==> src/rtl/hdc_classify_ctrl.sv <==
// rtl/hdc_classify_ctrl.sv - sequencer for the HDC spam/ham classification datapath
//
// Accepts a message one byte at a time, turns each byte into an item-memory
// symbol and runs the chunked passes over the external datapath:
// one ACCUM pass per byte, then one THRESH pass and one DOT pass per message.
// The last step is a norm-weighted compare of the two dot products.
//
// Ports
//   clk, reset                 rising-edge clock, asynchronous active-low reset
//   char_valid/char_ready      byte handshake; char_data byte, char_last ends message
//   norm_ham, norm_spam        static unsigned class-vector norms
//   mem_rd, mem_chunk          read strobe and chunk address to the active memory
//   im_sym                     item-memory symbol of the byte being accumulated
//   work_chunk                 mem_chunk one cycle later; qualifies acc_en/thr_en/dot_en
//   acc_clr                    clear accumulator, same cycle as the first byte's accept
//   acc_en, thr_en, dot_en     per-chunk phase enables
//   dot_clr                    clear both dot-product accumulators
//   dot_ham, dot_spam          signed dot products from the datapath
//   result, result_valid       0 ham, 1 spam, 2'b11 tie; one-cycle pulse on update
//   overflow                   message was longer than MAX_LENGTH
//   busy                       controller is not idle
module hdc_classify_ctrl #(
    parameter  int DIM        = 10000,
    parameter  int CHUNK      = 16,
    parameter  int MAX_LENGTH = 200,
    parameter  int DOT_W      = 32,
    localparam int NCHUNK     = (DIM + CHUNK - 1) / CHUNK,
    localparam int CW         = (NCHUNK > 1) ? $clog2(NCHUNK) : 1
) (
    input  logic             clk,
    input  logic             reset,
    input  logic             char_valid,
    output logic             char_ready,
    input  logic [7:0]       char_data,
    input  logic             char_last,
    input  logic [15:0]      norm_ham,
    input  logic [15:0]      norm_spam,
    output logic             mem_rd,
    output logic [CW-1:0]    mem_chunk,
    output logic [5:0]       im_sym,
    output logic [CW-1:0]    work_chunk,
    output logic             acc_clr,
    output logic             acc_en,
    output logic             thr_en,
    output logic             dot_clr,
    output logic             dot_en,
    input  logic [DOT_W-1:0] dot_ham,
    input  logic [DOT_W-1:0] dot_spam,
    output logic [1:0]       result,
    output logic             result_valid,
    output logic             overflow,
    output logic             busy
);

    localparam int NW = $clog2(MAX_LENGTH + 1);
    localparam int PW = DOT_W + 17;
    localparam logic [CW:0] CNT_LAST = (CW + 1)'(NCHUNK);

    typedef enum logic [2:0] {
        S_IDLE   = 3'd0,
        S_ACCUM  = 3'd1,
        S_NEXT   = 3'd2,
        S_THRESH = 3'd3,
        S_DOT    = 3'd4,
        S_DECIDE = 3'd5
    } state_t;

    state_t        state_q, state_d;
    logic [CW:0]   cnt_q, cnt_d;          // cycle index inside a pass, 0..NCHUNK
    logic [NW-1:0] count_q, count_d;      // characters accumulated so far
    logic          last_q, last_d;
    logic          ovf_q, ovf_d;          // overflow of the message in progress
    logic          char_ready_q, char_ready_d;
    logic          mem_rd_q, mem_rd_d;
    logic [CW-1:0] mem_chunk_q, mem_chunk_d;
    logic [CW-1:0] work_chunk_q, work_chunk_d;
    logic [5:0]    im_sym_q, im_sym_d;
    logic          acc_en_q, acc_en_d;
    logic          thr_en_q, thr_en_d;
    logic          dot_en_q, dot_en_d;
    logic          dot_clr_q, dot_clr_d;
    logic [1:0]    result_q, result_d;
    logic          result_valid_q, result_valid_d;
    logic          overflow_q, overflow_d;
    logic          busy_q, busy_d;

    logic          accept;
    logic          pass_d;
    logic signed [PW-1:0] ham_ext, spam_ext, nham_ext, nspam_ext;
    logic signed [PW-1:0] p_h, p_s;

    function automatic logic [5:0] tokenise(input logic [7:0] c);
        if (c >= 8'h41 && c <= 8'h5a) return 6'(c - 8'h41 + 8'd11);
        if (c >= 8'h61 && c <= 8'h7a) return 6'(c - 8'h61 + 8'd11);
        if (c >= 8'h30 && c <= 8'h39) return 6'(c - 8'h30 + 8'd1);
        return 6'd0;
    endfunction

    assign accept = char_valid & char_ready_q;

    // The clear must coincide with the accept of the first byte, so it is
    // decoded from the handshake rather than registered.
    assign acc_clr = accept & (state_q == S_IDLE);

    // Cross products in a width that holds any DOT_W x 16-bit product exactly.
    assign ham_ext   = {{(PW - DOT_W){dot_ham[DOT_W-1]}}, dot_ham};
    assign spam_ext  = {{(PW - DOT_W){dot_spam[DOT_W-1]}}, dot_spam};
    assign nham_ext  = {{(PW - 16){1'b0}}, norm_ham};
    assign nspam_ext = {{(PW - 16){1'b0}}, norm_spam};
    assign p_h       = ham_ext * nspam_ext;
    assign p_s       = spam_ext * nham_ext;

    always_comb begin
        state_d        = state_q;
        cnt_d          = cnt_q;
        count_d        = count_q;
        last_d         = last_q;
        ovf_d          = ovf_q;
        im_sym_d       = im_sym_q;
        result_d       = result_q;
        overflow_d     = overflow_q;
        result_valid_d = 1'b0;

        case (state_q)
            S_IDLE: begin
                if (accept) begin
                    state_d  = S_ACCUM;
                    cnt_d    = '0;
                    count_d  = NW'(1);
                    ovf_d    = 1'b0;
                    last_d   = char_last;
                    im_sym_d = tokenise(char_data);
                end
            end
            S_NEXT: begin
                if (accept) begin
                    last_d = char_last;
                    cnt_d  = '0;
                    if (count_q == NW'(MAX_LENGTH)) begin
                        // Excess characters are consumed but never accumulated.
                        ovf_d   = 1'b1;
                        state_d = char_last ? S_THRESH : S_NEXT;
                    end else begin
                        count_d  = count_q + NW'(1);
                        im_sym_d = tokenise(char_data);
                        state_d  = S_ACCUM;
                    end
                end
            end
            S_ACCUM, S_THRESH, S_DOT: begin
                if (cnt_q == CNT_LAST) begin
                    cnt_d = '0;
                    if (state_q == S_ACCUM)       state_d = last_q ? S_THRESH : S_NEXT;
                    else if (state_q == S_THRESH) state_d = S_DOT;
                    else                          state_d = S_DECIDE;
                end else begin
                    cnt_d = cnt_q + (CW + 1)'(1);
                end
            end
            S_DECIDE: begin
                result_valid_d = 1'b1;
                overflow_d     = ovf_q;
                if (p_h > p_s)      result_d = 2'b00;
                else if (p_h < p_s) result_d = 2'b01;
                else                result_d = 2'b11;
                state_d = S_IDLE;
            end
            default: state_d = S_IDLE;
        endcase

        // Reads run on pass cycles 0..NCHUNK-1; the enable follows one cycle
        // later, so the final pass cycle only drains the read pipeline.
        pass_d       = (state_d == S_ACCUM) || (state_d == S_THRESH) || (state_d == S_DOT);
        mem_rd_d     = pass_d && (cnt_d != CNT_LAST);
        mem_chunk_d  = mem_rd_d ? cnt_d[CW-1:0] : '0;
        work_chunk_d = mem_chunk_q;
        acc_en_d     = mem_rd_q && (state_q == S_ACCUM);
        thr_en_d     = mem_rd_q && (state_q == S_THRESH);
        dot_en_d     = mem_rd_q && (state_q == S_DOT);
        dot_clr_d    = (state_d == S_DOT) && (cnt_d == '0);
        char_ready_d = (state_d == S_IDLE) || (state_d == S_NEXT);
        busy_d       = (state_d != S_IDLE);
    end

    always_ff @(posedge clk or negedge reset) begin
        if (!reset) begin
            state_q        <= S_IDLE;
            cnt_q          <= '0;
            count_q        <= '0;
            last_q         <= 1'b0;
            ovf_q          <= 1'b0;
            char_ready_q   <= 1'b0;
            mem_rd_q       <= 1'b0;
            mem_chunk_q    <= '0;
            work_chunk_q   <= '0;
            im_sym_q       <= '0;
            acc_en_q       <= 1'b0;
            thr_en_q       <= 1'b0;
            dot_en_q       <= 1'b0;
            dot_clr_q      <= 1'b0;
            result_q       <= '0;
            result_valid_q <= 1'b0;
            overflow_q     <= 1'b0;
            busy_q         <= 1'b0;
        end else begin
            state_q        <= state_d;
            cnt_q          <= cnt_d;
            count_q        <= count_d;
            last_q         <= last_d;
            ovf_q          <= ovf_d;
            char_ready_q   <= char_ready_d;
            mem_rd_q       <= mem_rd_d;
            mem_chunk_q    <= mem_chunk_d;
            work_chunk_q   <= work_chunk_d;
            im_sym_q       <= im_sym_d;
            acc_en_q       <= acc_en_d;
            thr_en_q       <= thr_en_d;
            dot_en_q       <= dot_en_d;
            dot_clr_q      <= dot_clr_d;
            result_q       <= result_d;
            result_valid_q <= result_valid_d;
            overflow_q     <= overflow_d;
            busy_q         <= busy_d;
        end
    end

    assign char_ready   = char_ready_q;
    assign mem_rd       = mem_rd_q;
    assign mem_chunk    = mem_chunk_q;
    assign work_chunk   = work_chunk_q;
    assign im_sym       = im_sym_q;
    assign acc_en       = acc_en_q;
    assign thr_en       = thr_en_q;
    assign dot_en       = dot_en_q;
    assign dot_clr      = dot_clr_q;
    assign result       = result_q;
    assign result_valid = result_valid_q;
    assign overflow     = overflow_q;
    assign busy         = busy_q;

endmodule
==> config.mk <==
export PLATFORM = sky130hd
export DESIGN_NAME = hdc_classify_ctrl
export DESIGN_NICKNAME = d
export VERILOG_FILES = /design/src/rtl/hdc_classify_ctrl.sv
export SDC_FILE = /design/constraint.sdc
export NUM_CORES = 2
export LEC_CHECK = 0
export CELL_PAD_IN_SITES_DETAIL_PLACEMENT = 0
export CELL_PAD_IN_SITES_GLOBAL_PLACEMENT = 1
export CORE_ASPECT_RATIO = 0.5
export CORE_MARGIN = 2
export CORE_UTILIZATION = 50
export CTS_CLUSTER_DIAMETER = 30
export CTS_CLUSTER_SIZE = 28
export DETAILED_ROUTE_END_ITERATION = 7
export DONT_BUFFER_PORTS = 1
export GPL_TIMING_DRIVEN = 0
export PLACE_DENSITY = 0.88
export SLEW_MARGIN = 15
export SYNTH_ARGS = -nofsm -noshare
export SYNTH_HDL_FRONTEND = slang
export SYNTH_SLANG_ARGS = --single-unit
==> constraint.sdc <==
create_clock -name clk -period 3.6 [get_ports clk]
set_input_delay 0.18 -clock clk [delete_from_list [all_inputs] [get_ports clk]]
set_output_delay 0.18 -clock clk [all_outputs]
set_load 0.01 [all_outputs]
==> metrics.csv <==
stage,metric,value,unit
cells_and_area,drive_above_1_share,6.37,%
logic_synthesis,ys_async_sr_fraction,100,%
die,core_area,79000,um2
sta,maxSlewViolCount,0,
placement,hpwl,96.5,mm
critical_path,crit_path_start_kind,input port,
run_status,status,"finished, violations left",
clock_network,clockRootBuffer,clkbuf_16,
clock_network,ctsHtreeMaxLevel,3,
clock_network,path_clk_slew,0.07,ns
critical_path,cp_slowest_stage_delay,0.58,ns
global_route,grt_pass1_wl,184,mm
logic_synthesis,yosys_warnings,0,
detailed_routing,drt-wirelength-per-cell,20.4,um
critical_path,cp_top_family,adder cells,
die,dieArea,81800,um2
detailed_routing,drtIter0Drc,2411,
sta,fmax,139,MHz
critical_path,setup.worst_path.end_class,flop,
global_route,grt_pass1_vias,32395,
detailed_routing,wirelength,115,mm
logic_synthesis,ys_seq_area_share,3.84,%
detailed_routing,wl_met3,9.90,mm
logic_synthesis,ys_seq_elements,61,
run_status,violations,negative setup slack,
die,row_count,73,
critical_path,worst-path-buf-inv,5,
critical_path,path_common_cell,fa_1,
clock_network,cts.sinks,61,
cells_and_area,final_nets,5940,
global_route,antenna_found_initial,4,
critical_path,cp.required,3.86,ns
worst_hold_path,holdPathEnd,im_sym[5]$_DFFE_PN0P_,
detailed_routing,via_per_inst,5.36,
clock_network,cts_tree,done,
critical_path,worstPathMaxFanout,10,
sta,finClkSkew,0.0194,ns
sta,whs,0.0410,ns
critical_path,rrSetupSlack,0.38,ns
detailed_routing,first_pass_iters,6,
sta,min_period_over_period,200,%
critical_path,arrival,7.48,ns
global_route,grtUsageTotal,29.2,%
sta,timing.final.ws_setup,-3.62,ns
detailed_routing,route.met2.wl,52.1,mm
global_route,gr-total-overflow,0,
critical_path,r2r-start,state_q[2]$_DFF_PN0_,
die,initial_core_util,50.3,%
sta,setup_viol,2,
die,pin_count,146,
placement,portBuffers,0,
detailed_routing,vias,30092,
critical_path,r2r.worst_path.cells,10,
die,fp.dieW,403,um
worst_hold_path,hold_path_class,in2reg,
logic_synthesis,syn-num-nets,5905,
sta,rsz0062_at_grt,true,
logic_synthesis,synth_cell_types,69,
global_route,grt_max_degree,62,
clock_network,clk_path_buf_depth,2,
detailed_routing,m1WireLength,48.6,mm
cells_and_area,fillerInstances,7194,
run,cap_violations,0,
placement,gp_congestion,0.968,
logic_synthesis,synthFlopType,dfrtp_1,
sta,slew-limit-headroom,29.5,%
die,die_y,203,um
logic_synthesis,synth_edf_count,0,
logic_synthesis,syn_inst,4525,
critical_path,r2r-end,mem_chunk[0]$_DFF_PN0_,
sta,hold_viol,0,
sta,tightest_slew,1.06,ns
logic_synthesis,synth.cell_area,39700,um2
detailed_routing,ant_nets,0,
logic_synthesis,avgSynthCellArea,8.78,um2
detailed_routing,maxUsedRoutingLayer,met5,
cells_and_area,syn_to_final_growth,7.18,%
worst_hold_path,min_from,char_data[4],
detailed_routing,remaining_drc_errors,0,
critical_path,critPathSlowestCell,fa_1,
clock_network,cts_made_buffers,9,
worst_hold_path,hold_depth,2,
sta,min_period,7.22,ns
critical_path,worstSetupPathType,in2reg,
clock_network,clk_latency,0.35,ns
## metrics by stage
step / setup TNS [ns] / setup WS, ns / cells / instance area, um2 / util [%]
finish: -7.12 / -3.62 / 5618 / 42600 / 53.9
global route: -7.75 / -3.92 / 5615 / 42600 / 53.9
CTS: -6.98 / -3.53 / 5611 / 42400 / 53.7
detailed placement: -9.29 / -4.66 / 5576 / 41400 / 52.4
global placement: -9.27 / -4.65 / 5575 / 41400 / 52.4
floorplan: -6.37 / -3.21 / 4525 / 40100 / -
## placed cells by master (no fill, tap or decap), drive strengths merged, types with 4 or more instances in the layout
cell     netlist  routed
a2111oi        8       8
a211oi        12      12
a21o          53      53
a21oi        123     123
a31oi         13      13
and2         421     421
and3          19      19
and4           4       4
buf            1      54
clkbuf       188     166
dfrtp         61      61
fa           978     978
ha           294     294
inv         1182    1181
nand2        698     698
nand2b        12      12
nand3         30      30
nand4         26      26
nor2          75      75
nor2b         18      18
nor3          15      15
o211ai         6       6
o21a          11      11
o21ai         87      87
o21bai        12      12
o31a           6       6
o31ai          4       4
or2            5       5
xnor2         65      65
xor2          49      49
## sequential cells by signal, summed over array words and instances, names as in the netlist, 2 cells and up
| name | flops |
|---|---|
| state_q | 3 |
| im_sym | 6 |
| mem_chunk | 10 |
| work_chunk | 10 |
| count_q | 8 |
| result | 2 |
| cnt_q | 11 |
## final cells by class
type	instances	area (um2)	share of cell area (%)
inverter	1182	4440	10.4
clock buffer	9	225	0.529
buffer	184	1180	2.77
multi-input combinational	3093	33500	78.8
antenna	3	7.51	0.0176
clock inverter	7	98.8	0.232
sequential	61	1530	3.59
tap	1050	1310	3.09
timing repair buffer	29	243	0.570
## cell usage after synthesis (3+ instances only)
| library cell | instances | area [um2] |
|---|---|---|
| o21ai_1 | 13 | 65.1 |
| nor3_1 | 15 | 75.1 |
| dfrtp_1 | 61 | 1530 |
| o211ai_1 | 6 | 45.0 |
| nor2b_1 | 18 | 113 |
| inv_1 | 1181 | 4430 |
| or3_1 | 3 | 18.8 |
| nor4_1 | 3 | 18.8 |
| a31oi_1 | 12 | 75.1 |
| or2_2 | 4 | 25.0 |
| nand2_1 | 698 | 2620 |
| clkbuf_1 | 188 | 706 |
| xnor2_1 | 65 | 569 |
| o21bai_1 | 12 | 90.1 |
| and3_1 | 19 | 119 |
| a2111oi_0 | 6 | 52.6 |
| ha_1 | 294 | 3680 |
| o2111ai_1 | 3 | 26.3 |
| o31a_1 | 6 | 52.6 |
| a22oi_1 | 3 | 22.5 |
| and4_1 | 4 | 35.0 |
| nand3_1 | 30 | 150 |
| xor2_1 | 49 | 429 |
| a31o_2 | 3 | 26.3 |
| o31ai_1 | 3 | 22.5 |
| o21a_1 | 11 | 82.6 |
| mux2i_1 | 3 | 30.0 |
| o22ai_1 | 3 | 18.8 |
| nand4_1 | 26 | 163 |
| a21oi_1 | 121 | 606 |
| a21boi_0 | 3 | 22.5 |
| fa_1 | 978 | 19600 |
| nand2b_1 | 12 | 75.1 |
| a211oi_1 | 12 | 90.1 |
| o21ai_0 | 73 | 365 |
| a21o_1 | 53 | 398 |
| nor2_1 | 74 | 278 |
| and2_1 | 419 | 2620 |
## cells by family (layout without fill, tap and decap cells)
family | Yosys count | count (layout) | synth area share (%)
muxes | 4 | 4 | 0.104
xor gates and xnor gates | 114 | 114 | 2.51
other | 0 | 3 | 0
and+or+nand+nor | 1334 | 1334 | 16.1
AOI/OAI and AO/OA | 369 | 369 | 5.96
DFF | 61 | 61 | 3.84
buffers and inverters | 1371 | 1411 | 13.0
adders and majority gates | 1272 | 1272 | 58.6
## routing by layer
| layer | track usage (%) | vias to the layer above |
|---|---|---|
| li1 | - | 13263 |
| met1 | 40.3 | 15279 |
| met2 | 47.3 | 1319 |
| met3 | 5.47 | 229 |
| met4 | 8.36 | 2 |
| met5 | 0 | - |
## repair_timing
item | in CTS | in global routing
buffers inserted | 19 | 6
endpoints found under the hold margin | 62 | 0
hold buffers | 3 | 0
pin swaps | 36 | 24
endpoints found under the setup margin | 2 | 2
resized for setup | 187 | 75
## worst register-to-register path: stages, from the launching register on
cell      delay, ns
dfrtp_1        0.32
clkbuf_1       0.32
nor3b_1        0.59
nor2_1         0.13
or2_1          0.23
clkbuf_1       0.22
buf_2          0.26
o21ai_1        0.34
nand4_1        0.17
o21ai_1        0.40
nor2_1         0.12
## how the worst max path moves through the flow
stage | depth (start not counted) | slack [ns] | endpoint | start
floorplan | 33 | -3.21 | result[0]$_DFFE_PN0P_ | norm_ham[5]
global placement | 30 | -4.65 | result[0]$_DFFE_PN0P_ | norm_ham[7]
detailed placement | 30 | -4.66 | result[0]$_DFFE_PN0P_ | norm_ham[7]
CTS | 33 | -3.53 | result[0]$_DFFE_PN0P_ | norm_spam[5]
global route | 36 | -3.92 | result[0]$_DFFE_PN0P_ | norm_spam[8]
finish | 29 | -3.62 | result[0]$_DFFE_PN0P_ | dot_spam[17]
Power is left out: the tool's default activity adds up to more than one toggle a clock period on the data nets, which glitch-free logic cannot reach.
